## config.mk

```make
export PLATFORM = sky130hd
export DESIGN_NAME = sd_reg_update_ctrl_flat
export DESIGN_NICKNAME = d
export VERILOG_FILES = /design/src/rtl/sd_reg_update_ctrl_pkg.sv /design/src/rtl/sd_reg_update_ctrl_if.sv /design/src/rtl/sd_reg_update_ctrl_resp_format.sv /design/src/rtl/sd_reg_update_ctrl.sv /design/src/flat_wrapper.sv
export SDC_FILE = /design/constraint.sdc
export NUM_CORES = 1
export LEC_CHECK = 0
export CAP_MARGIN = 25
export CELL_PAD_IN_SITES_DETAIL_PLACEMENT = 1
export CELL_PAD_IN_SITES_GLOBAL_PLACEMENT = 1
export CORE_AREA = 2 2 269 271
export CTS_CLUSTER_SIZE = 25
export DETAILED_ROUTE_END_ITERATION = 8
export DIE_AREA = 0 0 271 273
export GPL_ROUTABILITY_DRIVEN = 1
export PLACE_DENSITY = 0.73
export SETUP_SLACK_MARGIN = 0.15
export SLEW_MARGIN = 40
export SYNTH_ARGS = -nofsm -noshare
export SYNTH_HDL_FRONTEND = slang
export SYNTH_SLANG_ARGS = --single-unit
```

## constraint.sdc

```tcl
create_clock -name clk -period 27.9 [get_ports clk]
set_clock_uncertainty 0.05 [all_clocks]
set_input_delay 6.975 -clock clk [delete_from_list [all_inputs] [get_ports clk]]
set_output_delay 6.975 -clock clk [all_outputs]
set_load 0.01 [all_outputs]
```

## src/rtl/sd_reg_update_ctrl_pkg.sv

```systemverilog
// Package for the SD register-bank update controller.
// Holds the response-format enum, error codes, FSM states, requester ids,
// the bank write bundle and the CID command indices.
package sd_reg_pkg;

  typedef enum logic [2:0] {
    RESP_NONE    = 3'd0,
    RESP_R1      = 3'd1,
    RESP_R1B     = 3'd2,
    RESP_R2      = 3'd3,
    RESP_R3      = 3'd4,
    RESP_R6      = 3'd5,
    RESP_R7      = 3'd6,
    RESP_ILLEGAL = 3'd7
  } resp_type_e;

  localparam logic [1:0] ERR_NONE    = 2'd0;
  localparam logic [1:0] ERR_CRC     = 2'd1;
  localparam logic [1:0] ERR_INDEX   = 2'd2;
  localparam logic [1:0] ERR_ILLEGAL = 2'd3;

  typedef enum logic [1:0] {
    ST_IDLE   = 2'd0,
    ST_CHECK  = 2'd1,
    ST_COMMIT = 2'd2,
    ST_ERROR  = 2'd3
  } state_e;

  typedef enum logic [1:0] {
    SRC_RESP = 2'd0,
    SRC_SCR  = 2'd1,
    SRC_HOST = 2'd2
  } src_e;

  // CMD2 (ALL_SEND_CID) and CMD10 (SEND_CID) return the CID; other R2s carry the CSD
  localparam logic [5:0] CID_CMD_ALL  = 6'd2;
  localparam logic [5:0] CID_CMD_SEND = 6'd10;

  // Bit positions inside the enable vector
  localparam int EN_CID  = 6;
  localparam int EN_CSD  = 5;
  localparam int EN_RCA  = 4;
  localparam int EN_DSR  = 3;
  localparam int EN_OCR  = 2;
  localparam int EN_SCR  = 1;
  localparam int EN_STAT = 0;

  typedef struct packed {
    logic [6:0]   en;
    logic [127:0] cid_d;
    logic [127:0] csd_d;
    logic [63:0]  scr_d;
    logic [63:0]  stat_d;
    logic [31:0]  ocr_d;
    logic [15:0]  rca_d;
    logic [15:0]  dsr_d;
  } bank_wr_t;

  // Formats whose bit [45:40] echoes the command index and are CRC7-protected
  function automatic logic has_index(input resp_type_e t);
    return (t == RESP_R1) || (t == RESP_R1B) || (t == RESP_R6) || (t == RESP_R7);
  endfunction

endpackage

```

## src/rtl/sd_reg_update_ctrl_if.sv

```systemverilog
// Request-side bundle of the register update controller.
// Carries the CMD-line response handshake, the SCR payload handshake and the
// host RCA/DSR write handshake. master = requesters, slave = controller.
interface sd_reg_update_ctrl_if;
  import sd_reg_pkg::*;

  logic         resp_valid;
  logic         resp_ready;
  resp_type_e   resp_type;
  logic [5:0]   resp_cmd;
  logic [135:0] resp_data;
  logic         resp_crc_ok;

  logic         scr_valid;
  logic         scr_ready;
  logic [63:0]  scr_data;

  logic         host_wr_valid;
  logic         host_wr_ready;
  logic         host_wr_sel;
  logic [15:0]  host_wr_data;

  modport master (
    output resp_valid, resp_type, resp_cmd, resp_data, resp_crc_ok,
    output scr_valid, scr_data,
    output host_wr_valid, host_wr_sel, host_wr_data,
    input  resp_ready, scr_ready, host_wr_ready
  );

  modport slave (
    input  resp_valid, resp_type, resp_cmd, resp_data, resp_crc_ok,
    input  scr_valid, scr_data,
    input  host_wr_valid, host_wr_sel, host_wr_data,
    output resp_ready, scr_ready, host_wr_ready
  );

endinterface

```

## src/rtl/sd_reg_update_ctrl_resp_format.sv

```systemverilog
// Combinational formatter: maps a captured transaction to bank data and
// load enables.
// Ports: src (requester), rtype/cmd/data (captured response or payload),
//        host_sel (0 = RCA, 1 = DSR), wr (enable vector plus data).
module sd_resp_format
  import sd_reg_pkg::*;
#(
  parameter logic [5:0] NONE_IDX = 6'h3F
) (
  input  src_e         src,
  input  resp_type_e   rtype,
  input  logic [5:0]   cmd,
  input  logic [127:0] data,
  input  logic         host_sel,
  output bank_wr_t     wr
);

  // Per-format decode of the captured transaction into bank writes
  always_comb begin
    wr = '0;
    case (src)
      SRC_RESP: begin
        case (rtype)
          RESP_NONE: begin
            wr.en[EN_STAT] = 1'b1;
            wr.stat_d      = {26'd0, cmd, 32'd0};
          end
          RESP_R1, RESP_R1B: begin
            wr.en[EN_STAT] = 1'b1;
            wr.stat_d      = {26'd0, cmd, data[39:8]};
          end
          RESP_R2: begin
            // Response bit 0 is the end bit, stored as 1
            if ((cmd == CID_CMD_ALL) || (cmd == CID_CMD_SEND)) begin
              wr.en[EN_CID] = 1'b1;
              wr.cid_d      = {data[127:1], 1'b1};
            end else begin
              wr.en[EN_CSD] = 1'b1;
              wr.csd_d      = {data[127:1], 1'b1};
            end
            wr.en[EN_STAT] = 1'b1;
            wr.stat_d      = {26'd0, NONE_IDX, 32'd0};
          end
          RESP_R3: begin
            wr.en[EN_OCR]  = 1'b1;
            wr.ocr_d       = data[39:8];
            wr.en[EN_STAT] = 1'b1;
            wr.stat_d      = {26'd0, NONE_IDX, 32'd0};
          end
          RESP_R6: begin
            // R6 status bits 23/22/21 map to card status 23/22/19
            wr.en[EN_RCA]  = 1'b1;
            wr.rca_d       = data[39:24];
            wr.en[EN_STAT] = 1'b1;
            wr.stat_d      = {26'd0, cmd, 8'd0, data[23], data[22], 2'd0,
                              data[21], 6'd0, data[20:8]};
          end
          RESP_R7: begin
            wr.en[EN_STAT] = 1'b1;
            wr.stat_d      = {26'd0, cmd, 20'd0, data[19:8]};
          end
          default: begin
            wr = '0;
          end
        endcase
      end
      SRC_SCR: begin
        wr.en[EN_SCR] = 1'b1;
        wr.scr_d      = data[63:0];
      end
      SRC_HOST: begin
        if (host_sel) begin
          wr.en[EN_DSR] = 1'b1;
          wr.dsr_d      = data[15:0];
        end else begin
          wr.en[EN_RCA] = 1'b1;
          wr.rca_d      = data[15:0];
        end
      end
      default: begin
        wr = '0;
      end
    endcase
  end

endmodule

```

## src/rtl/sd_reg_update_ctrl.sv

```systemverilog
// SD register bank update controller.
// Arbitrates CMD responses, SCR payloads and host RCA/DSR writes (fixed
// priority), checks response integrity and issues one-cycle registered load
// enables with data to the CID/CSD/RCA/DSR/OCR/SCR/STATUS bank.
// Ports: clk, reset (async, active-high); req (slave side of the request
//        bundle); *_en / *_d bank writes; busy; err_valid/err_code.
module sd_reg_update_ctrl
  import sd_reg_pkg::*;
#(
  parameter bit         CHECK_CRC = 1'b1,
  parameter logic [5:0] NONE_IDX  = 6'h3F
) (
  input  logic                 clk,
  input  logic                 reset,
  sd_reg_update_ctrl_if.slave  req,
  output logic                 cid_en,
  output logic                 csd_en,
  output logic                 rca_en,
  output logic                 dsr_en,
  output logic                 ocr_en,
  output logic                 scr_en,
  output logic                 stat_en,
  output logic [127:0]         cid_d,
  output logic [127:0]         csd_d,
  output logic [63:0]          scr_d,
  output logic [63:0]          stat_d,
  output logic [31:0]          ocr_d,
  output logic [15:0]          rca_d,
  output logic [15:0]          dsr_d,
  output logic                 busy,
  output logic                 err_valid,
  output logic [1:0]           err_code
);

  state_e       state_r, state_s;
  src_e         grant_s;
  logic         any_req_s;
  logic         take_s;
  logic [1:0]   check_code_s;
  bank_wr_t     wr_s;
  bank_wr_t     out_r;
  logic         busy_r;
  logic         err_valid_r;
  logic [1:0]   err_code_r;

  src_e         cap_src_r;
  resp_type_e   cap_type_r;
  logic [5:0]   cap_cmd_r;
  logic [127:0] cap_data_r;
  logic         cap_crc_ok_r;
  logic         cap_sel_r;

  // Fixed-priority grant: response, then SCR, then host
  always_comb begin
    any_req_s = 1'b0;
    grant_s   = SRC_RESP;
    if (req.resp_valid) begin
      any_req_s = 1'b1;
      grant_s   = SRC_RESP;
    end else if (req.scr_valid) begin
      any_req_s = 1'b1;
      grant_s   = SRC_SCR;
    end else if (req.host_wr_valid) begin
      any_req_s = 1'b1;
      grant_s   = SRC_HOST;
    end else begin
      any_req_s = 1'b0;
      grant_s   = SRC_RESP;
    end
  end

  assign take_s            = (state_r == ST_IDLE) && any_req_s;
  assign req.resp_ready    = take_s && (grant_s == SRC_RESP);
  assign req.scr_ready     = take_s && (grant_s == SRC_SCR);
  assign req.host_wr_ready = take_s && (grant_s == SRC_HOST);

  // Capture register for the granted transaction
  always_ff @(posedge clk or posedge reset) begin
    if (reset) begin
      cap_src_r    <= SRC_RESP;
      cap_type_r   <= RESP_NONE;
      cap_cmd_r    <= 6'd0;
      cap_data_r   <= 128'd0;
      cap_crc_ok_r <= 1'b0;
      cap_sel_r    <= 1'b0;
    end else if (take_s) begin
      cap_src_r <= grant_s;
      case (grant_s)
        SRC_RESP: begin
          cap_type_r   <= req.resp_type;
          cap_cmd_r    <= req.resp_cmd;
          cap_data_r   <= req.resp_data[127:0];
          cap_crc_ok_r <= req.resp_crc_ok;
          cap_sel_r    <= 1'b0;
        end
        SRC_SCR: begin
          cap_type_r   <= RESP_NONE;
          cap_cmd_r    <= 6'd0;
          cap_data_r   <= {64'd0, req.scr_data};
          cap_crc_ok_r <= 1'b1;
          cap_sel_r    <= 1'b0;
        end
        default: begin
          cap_type_r   <= RESP_NONE;
          cap_cmd_r    <= 6'd0;
          cap_data_r   <= {112'd0, req.host_wr_data};
          cap_crc_ok_r <= 1'b1;
          cap_sel_r    <= req.host_wr_sel;
        end
      endcase
    end
  end

  // Integrity checks on the captured response, highest priority first
  always_comb begin
    check_code_s = ERR_NONE;
    if (cap_src_r != SRC_RESP) begin
      check_code_s = ERR_NONE;
    end else if (cap_type_r == RESP_ILLEGAL) begin
      check_code_s = ERR_ILLEGAL;
    end else if (has_index(cap_type_r) && (CHECK_CRC == 1'b1) && !cap_crc_ok_r) begin
      check_code_s = ERR_CRC;
    end else if (has_index(cap_type_r) && (cap_data_r[45:40] != cap_cmd_r)) begin
      check_code_s = ERR_INDEX;
    end else begin
      check_code_s = ERR_NONE;
    end
  end

  sd_resp_format #(.NONE_IDX(NONE_IDX)) u_format (
    .src      (cap_src_r),
    .rtype    (cap_type_r),
    .cmd      (cap_cmd_r),
    .data     (cap_data_r),
    .host_sel (cap_sel_r),
    .wr       (wr_s)
  );

  // FSM next-state logic
  always_comb begin
    state_s = state_r;
    case (state_r)
      ST_IDLE: begin
        if (take_s) begin
          state_s = ST_CHECK;
        end else begin
          state_s = ST_IDLE;
        end
      end
      ST_CHECK: begin
        if (check_code_s == ERR_NONE) begin
          state_s = ST_COMMIT;
        end else begin
          state_s = ST_ERROR;
        end
      end
      ST_COMMIT: state_s = ST_IDLE;
      ST_ERROR:  state_s = ST_IDLE;
      default:   state_s = ST_IDLE;
    endcase
  end

  // FSM state register
  always_ff @(posedge clk or posedge reset) begin
    if (reset) begin
      state_r <= ST_IDLE;
    end else begin
      state_r <= state_s;
    end
  end

  // Registered bank writes, busy and error reporting, aligned to the next state
  always_ff @(posedge clk or posedge reset) begin
    if (reset) begin
      out_r       <= '0;
      busy_r      <= 1'b0;
      err_valid_r <= 1'b0;
      err_code_r  <= ERR_NONE;
    end else begin
      busy_r      <= (state_s != ST_IDLE);
      err_valid_r <= (state_s == ST_ERROR);
      if (state_s == ST_COMMIT) begin
        out_r <= wr_s;
      end else begin
        out_r.en <= 7'd0;
      end
      if (state_s == ST_ERROR) begin
        err_code_r <= check_code_s;
      end else begin
        err_code_r <= err_code_r;
      end
    end
  end

  assign cid_en    = out_r.en[EN_CID];
  assign csd_en    = out_r.en[EN_CSD];
  assign rca_en    = out_r.en[EN_RCA];
  assign dsr_en    = out_r.en[EN_DSR];
  assign ocr_en    = out_r.en[EN_OCR];
  assign scr_en    = out_r.en[EN_SCR];
  assign stat_en   = out_r.en[EN_STAT];
  assign cid_d     = out_r.cid_d;
  assign csd_d     = out_r.csd_d;
  assign scr_d     = out_r.scr_d;
  assign stat_d    = out_r.stat_d;
  assign ocr_d     = out_r.ocr_d;
  assign rca_d     = out_r.rca_d;
  assign dsr_d     = out_r.dsr_d;
  assign busy      = busy_r;
  assign err_valid = err_valid_r;
  assign err_code  = err_code_r;

endmodule

```

## src/flat_wrapper.sv

```systemverilog
// flat-port wrapper written by rule: the top's interface ports become plain ports
module sd_reg_update_ctrl_flat import sd_reg_pkg::*;
#(
  parameter bit         CHECK_CRC = 1'b1,
  parameter logic [5:0] NONE_IDX  = 6'h3F
)
  (clk, reset, cid_en, csd_en, rca_en, dsr_en, ocr_en, scr_en, stat_en, cid_d, csd_d, scr_d, stat_d, ocr_d, rca_d, dsr_d, busy, err_valid, err_code, req_resp_valid, req_resp_type, req_resp_cmd, req_resp_data, req_resp_crc_ok, req_scr_valid, req_scr_data, req_host_wr_valid, req_host_wr_sel, req_host_wr_data, req_resp_ready, req_scr_ready, req_host_wr_ready);
  sd_reg_update_ctrl_if req_i ();
  input  logic clk;
  input  logic reset;
  output logic cid_en;
  output logic csd_en;
  output logic rca_en;
  output logic dsr_en;
  output logic ocr_en;
  output logic scr_en;
  output logic stat_en;
  output logic [127:0] cid_d;
  output logic [127:0] csd_d;
  output logic [63:0] scr_d;
  output logic [63:0] stat_d;
  output logic [31:0] ocr_d;
  output logic [15:0] rca_d;
  output logic [15:0] dsr_d;
  output logic busy;
  output logic err_valid;
  output logic [1:0] err_code;
  input wire logic [$bits(req_i.resp_valid)-1:0] req_resp_valid;
  input wire logic [$bits(req_i.resp_type)-1:0] req_resp_type;
  input wire logic [$bits(req_i.resp_cmd)-1:0] req_resp_cmd;
  input wire logic [$bits(req_i.resp_data)-1:0] req_resp_data;
  input wire logic [$bits(req_i.resp_crc_ok)-1:0] req_resp_crc_ok;
  input wire logic [$bits(req_i.scr_valid)-1:0] req_scr_valid;
  input wire logic [$bits(req_i.scr_data)-1:0] req_scr_data;
  input wire logic [$bits(req_i.host_wr_valid)-1:0] req_host_wr_valid;
  input wire logic [$bits(req_i.host_wr_sel)-1:0] req_host_wr_sel;
  input wire logic [$bits(req_i.host_wr_data)-1:0] req_host_wr_data;
  output wire logic [$bits(req_i.resp_ready)-1:0] req_resp_ready;
  output wire logic [$bits(req_i.scr_ready)-1:0] req_scr_ready;
  output wire logic [$bits(req_i.host_wr_ready)-1:0] req_host_wr_ready;
  assign req_i.resp_valid = req_resp_valid;
  assign req_i.resp_type = req_resp_type;
  assign req_i.resp_cmd = req_resp_cmd;
  assign req_i.resp_data = req_resp_data;
  assign req_i.resp_crc_ok = req_resp_crc_ok;
  assign req_i.scr_valid = req_scr_valid;
  assign req_i.scr_data = req_scr_data;
  assign req_i.host_wr_valid = req_host_wr_valid;
  assign req_i.host_wr_sel = req_host_wr_sel;
  assign req_i.host_wr_data = req_host_wr_data;
  assign req_resp_ready = req_i.resp_ready;
  assign req_scr_ready = req_i.scr_ready;
  assign req_host_wr_ready = req_i.host_wr_ready;
  sd_reg_update_ctrl #(.CHECK_CRC(CHECK_CRC), .NONE_IDX(NONE_IDX)) u_core (.clk(clk), .reset(reset), .req(req_i), .cid_en(cid_en), .csd_en(csd_en), .rca_en(rca_en), .dsr_en(dsr_en), .ocr_en(ocr_en), .scr_en(scr_en), .stat_en(stat_en), .cid_d(cid_d), .csd_d(csd_d), .scr_d(scr_d), .stat_d(stat_d), .ocr_d(ocr_d), .rca_d(rca_d), .dsr_d(dsr_d), .busy(busy), .err_valid(err_valid), .err_code(err_code));
endmodule
```

# [Yosys cells after proc, flatten, opt, wreduce, memory -nomap -nowiden]
# Index checks and enable logic that the tools add are counted.
[op_classes] mux=43 eq_ne=19 n_reduce_logical=23
[ops] op="$mux 257" n=1
[ops] op="$mux 128" n=2
[ops] op="$mux 256" n=1
[ops] op="$pmux 128 s2" n=1
[ops] op="$pmux 38 s5" n=1
[ops] op="$mux 96" n=1
[ops] op="$mux 64" n=1
[ops] op="$pmux 32 s2" n=1
[ops] op="$mux 16" n=3
[ops] op="$mux 32" n=1
[ops] op="$mux 2" n=9
[ops] op="$mux 1" n=16
[ops] op="$eq 2x2->1 const B" n=6
[ops] op="$eq 3x3->1 const B" n=4
[ops] op="$logic_not 2->1" n=4
[ops] op="$reduce_or 2->1" n=4
[ops] op="$mux 7" n=1
[ops] op="$reduce_or 7->1" n=1
[ops] op="$eq 2x1->1 const B" n=3
[ops] op="$eq 3x2->1 const B" n=2
[ops] op="$eq 6x2->1 const B" n=1
[ops] op="$eq 6x4->1 const B" n=1
[ops] op="$logic_and 1x1->1" n=6
[ops] op="$mux 6" n=1
[ops] op="other kinds (9)" n=13
[totals] inputBits=232 word_cells=103 reg_bits=602 output_inout_bits=462

# [Depth between registers and ports, before layout]
[depth] depth_word=14 depth_mapped=10 depth_no_buf=7

# [By module]
# From an unflattened synthesis, not the netlist that was laid out.
[unflattened] cells_unflattened=3240 hier_area_um2=30436.7
[by_module_without_submodules] mod="sd_reg_update_ctrl" area_each_um2=26699.4 cells_each=2543 seq_area_each_um2=15064.4 instances=1
[by_module_without_submodules] mod="sd_resp_format" area_each_um2=3737.3 cells_each=697 seq_area_each_um2=0.0 instances=1

# [Least setup slack after synthesis]
# No wires, ideal clock.
[synth_timing] kind="input to output" startpoint="in req_resp_valid" endpoint="out req_scr_ready" cell_stages=4 required_time_ns=20.875 path_slack_ns=13.091 arrival_time_ns=7.784 path_buffers=2 path_cell_list="nand2b_1 clkbuf_1 clkbuf_1 nor3_1"
[synth_between] elab_chain_len=3 elab_cells_between_ends=5 cone_classes="1 x eq/ne; 2 x mux; 2 x reduce/logical"
[synth_lines] item="start, declared" line="flat_wrapper.sv:28" rtl="input wire logic [$bits(req_i.resp_valid)-1:0] req_resp_valid;"
[synth_lines] item="$mux 2 or $mux 1 (tied branches)" line="sd_reg_update_ctrl.sv:57" rtl="if (req.resp_valid) begin"
[synth_lines] item="$eq 2x1->1 or $logic_and 1x1->1 (tied branches)" line="sd_reg_update_ctrl.sv:74, sd_reg_update_ctrl.sv:72"
[synth_lines] item="$logic_and 1x1->1 *" line="sd_reg_update_ctrl.sv:74" rtl="assign req.scr_ready = take_s && (grant_s == SRC_SCR);"
[synth_lines] item="end, declared" line="flat_wrapper.sv:39" rtl="output wire logic [$bits(req_i.scr_ready)-1:0] req_scr_ready;"
# Every way passes the cells marked *; elsewhere a longest branch is shown, timed or not.

# [Worst setup path in the final report]
[layout_timing] startpoint="in req_resp_valid" endpoint="out req_host_wr_ready"
[layout_between] elab_chain_len=3 elab_cells_between_ends=5 cone_classes="1 x eq/ne; 2 x mux; 2 x reduce/logical"
[layout_lines] item="$mux 2 or $mux 1 (tied branches)" line="sd_reg_update_ctrl.sv:57"
[layout_lines] item="$eq 2x2->1 or $logic_and 1x1->1 (tied branches)" line="sd_reg_update_ctrl.sv:75, sd_reg_update_ctrl.sv:72"
[layout_lines] item="$logic_and 1x1->1 *" line="sd_reg_update_ctrl.sv:75" rtl="assign req.host_wr_ready = take_s && (grant_s == SRC_HOST);"
[layout_lines] item="end, declared" line="flat_wrapper.sv:40" rtl="output wire logic [$bits(req_i.host_wr_ready)-1:0] req_host_wr_ready;"
# Marks and branches as above.

==> flow_metrics.tcl <==
set metrics [dict create \
    worst_pin_slew_ns 0.863 \
    drt_iter0_markers 1134 \
    synth_seq_cells 576 \
    path_clk_slew_ns 0.06 \
    crit_fanout 19 \
    synth_edf_count 0 \
    post_synth.cell_area_avg_um2 13.1 \
    clockBufferDepth 3 \
    yosysSeqAreaShare_pct 65.9 \
    wl_per_cell_um 26.9 \
    post-cts-setup-buffer-count 0 \
    dp_hpwl_um 60200 \
    slew_viol_final 0 \
    cts_sinks 576 \
    holdWs_ns 0.431 \
    io_pins 694 \
    worst-setup-path-type "input port to output pin" \
    rsz0062_at_grt "false" \
    gp_congestion 0.851 \
    cts_resized 0 \
    grt_max_degree 184 \
    postCtsHoldBufs 0 \
    min_period_ns 16.84 \
    dr.pass1.iters 4 \
    synth_cells 1664 \
    antenna_found_initial 12 \
    async_flop_share_pct 100 \
    layout.nets 2489 \
    ys_types 42 \
    synth_top_area_share_pct 65.9 \
    synth_most_common_cell "dfrtp_1" \
    via_per_inst 5.37 \
    fp.dieH_um 273 \
    cp-end-kind "output pin" \
    finalCritPeriodShare_pct 60.4 \
    stdcell_area_um2 31300 \
    hold_viol_final 0 \
    syn_area_um2 21900 \
    p_per_area_nw_per_um2 97.8 \
    crit_path_cell_trace "clkdlybuf4s50_1, nor2_1, nand2_2, nor3_1, clkdlybuf4s50_1" \
    synth_common_cells "dfrtp_1, a22o_1, o21ai_0" \
    slew_headroom_pct 42.5 \
    cts_buffers 61 \
    setup_viol 0 \
    drive_gt1_share_pct 6.95 \
    ys.flop_type "dfrtp_1" \
    status "complete, no violations" \
    crit_required_ns 20.88 \
    rows 98 \
    clock-root-buffer "clkbuf_16" \
    dieArea_um2 74000 \
    final.setup.tns_ns 0 \
    placed_cell_area_um2 29200 \
    start_kind "input port" \
    die_w_um 271 \
    critical_path.most_common_cell "clkdlybuf4s50_1" \
    yosys.area.top_type "dfrtp_1" \
    grt_pass1_vias 18700 \
    power_leakage_nw 14.1 \
    antenna_left 0 \
    cts_max_level 2 \
    max_freq_mhz 59.4 \
    clk_latency_ns 0.62 \
    cts_tree "yes" \
    syn_to_final_growth_pct 43.2 \
    vias 17500 \
    grt_use_total_pct 23.1 \
    maxCapViolations 0 \
    vdd_ir_drop_max_mv 0.0758 \
    drc 0 \
    initial_core_util_pct 30.8 \
    drt-total-wl_um 87700 \
    grt-ovfl-total 0 \
    port_buffers 659 \
    crit_arrival_ns 9.82 \
    synth_warnings 0 \
    grt_pass1_wl_um 129000 \
    ys_top_cells_by_area "dfrtp_1, a22o_1, o21ai_0" \
    cp_slowest_cell "clkdlybuf4s50_1" \
    core_area_um2 71000 \
    cpPeakStageDelay_ns 0.77 \
    hold_class "flip-flop to flip-flop" \
]
==> per-stage QoR <==
stage	std cells	utilization, %	power [mW]	setup slack [ns]
floorplan	1689	-	1.68	4.76
global placement	3139	41.0	2.18	10.71
detailed placement	3139	41.1	2.21	10.95
finish	3259	44.1	3.06	11.06
CTS	3252	44.0	3.08	10.94
global route	3257	44.1	3.21	10.78
==> cells in the final DEF (no fill, tap or decap), types with 18 or more instances in the layout <==
| cell type | synthesis | final |
|---|---|---|
| dfrtp_1 | 576 | 576 |
| o21ai_0 | 110 | 110 |
| clkdlybuf4s50_1 | 0 | 659 |
| a21o_1 | 21 | 21 |
| conb_1 | 1 | 26 |
| clkbuf_16 | 0 | 62 |
| a22o_1 | 424 | 424 |
| a22oi_1 | 65 | 65 |
| clkinv_2 | 0 | 18 |
| nand3_1 | 45 | 45 |
| o2bb2ai_1 | 37 | 37 |
| nand2_1 | 102 | 100 |
==> area by class of cell <==
class | count | area [um^2]
fillers | 7313 | 39700
flip-flops and latches | 576 | 14400
repair buffers | 686 | 6880
multi-input cells | 920 | 6670
clock buffers | 78 | 1710
well taps | 950 | 1190
clock inverters | 35 | 402
inverters | 8 | 42.5
diodes | 6 | 15.0
==> cell families (layout without fill, tap and decap cells) <==
| kind of cell | Yosys count | count (layout) | share of synthesized area (%) |
|---|---|---|---|
| adder cells (fa/ha/maj) | 4 | 4 | 0.229 |
| AND/OR/NAND/NOR | 206 | 206 | 4.46 |
| XOR/XNOR | 6 | 6 | 0.240 |
| other | 1 | 32 | 0.0171 |
| buffers and inverters | 193 | 807 | 4.59 |
| flip-flops | 576 | 576 | 65.9 |
| AO/OA/AOI/OAI | 678 | 678 | 24.6 |
==> final timing paths <==
check	slack [ns]	from	depth (start not counted)	endpoint
worst max-delay path	11.06	req_resp_valid	5	req_host_wr_ready
worst min-delay path	0.43	u_core.dsr_d[7]	1	u_core.dsr_d[7]
worst max register to register	23.61	u_core.cap_type_r[2]	8	u_core.csd_d[106]
worst min register to register	0.43	u_core.dsr_d[7]	1	u_core.dsr_d[7]
max in group asynchronous	18.26	reset	5	u_core.ocr_d[23]
min in group asynchronous	6.86	reset	2	u_core.csd_d[106]
==> metal layers <==
metal | vias up | part of all wire (%) | global-route usage [%]
li1 | 7377 | - | -
met1 | 9196 | 40 | 28.2
met2 | 781 | 49 | 38.8
met3 | 155 | 8.4 | 7.16
met4 | 2 | 3.5 | 8.11
met5 | - | 0.015 | 0
==> flip-flops by register name, summed over array words and instances (netlist names), 2 cells and up <==
signal             flops
u_core.dsr_d          16
u_core.cap_src_r       2
u_core.stat_d         38
u_core.state_r         2
u_core.err_code        2
u_core.cap_type_r      3
u_core.rca_d          16
u_core.ocr_d          32
u_core.cap_data_r    128
u_core.cap_cmd_r       6
u_core.cid_d         128
u_core.csd_d         128
u_core.scr_d          64
==> power by group <==
part           internal, mW  total (mW)  switching [mW]
logic                 0.391       0.954           0.563
clock network         0.499       0.851           0.352
registers              1.03        1.26           0.232
==> critical path, delay by kind of cell <==
kind	cells	cell delay (ns)
buffers and inverters	2	1.37
and+or+nand+nor	3	1.45
Note: power is estimated with default switching activity, not from simulation.
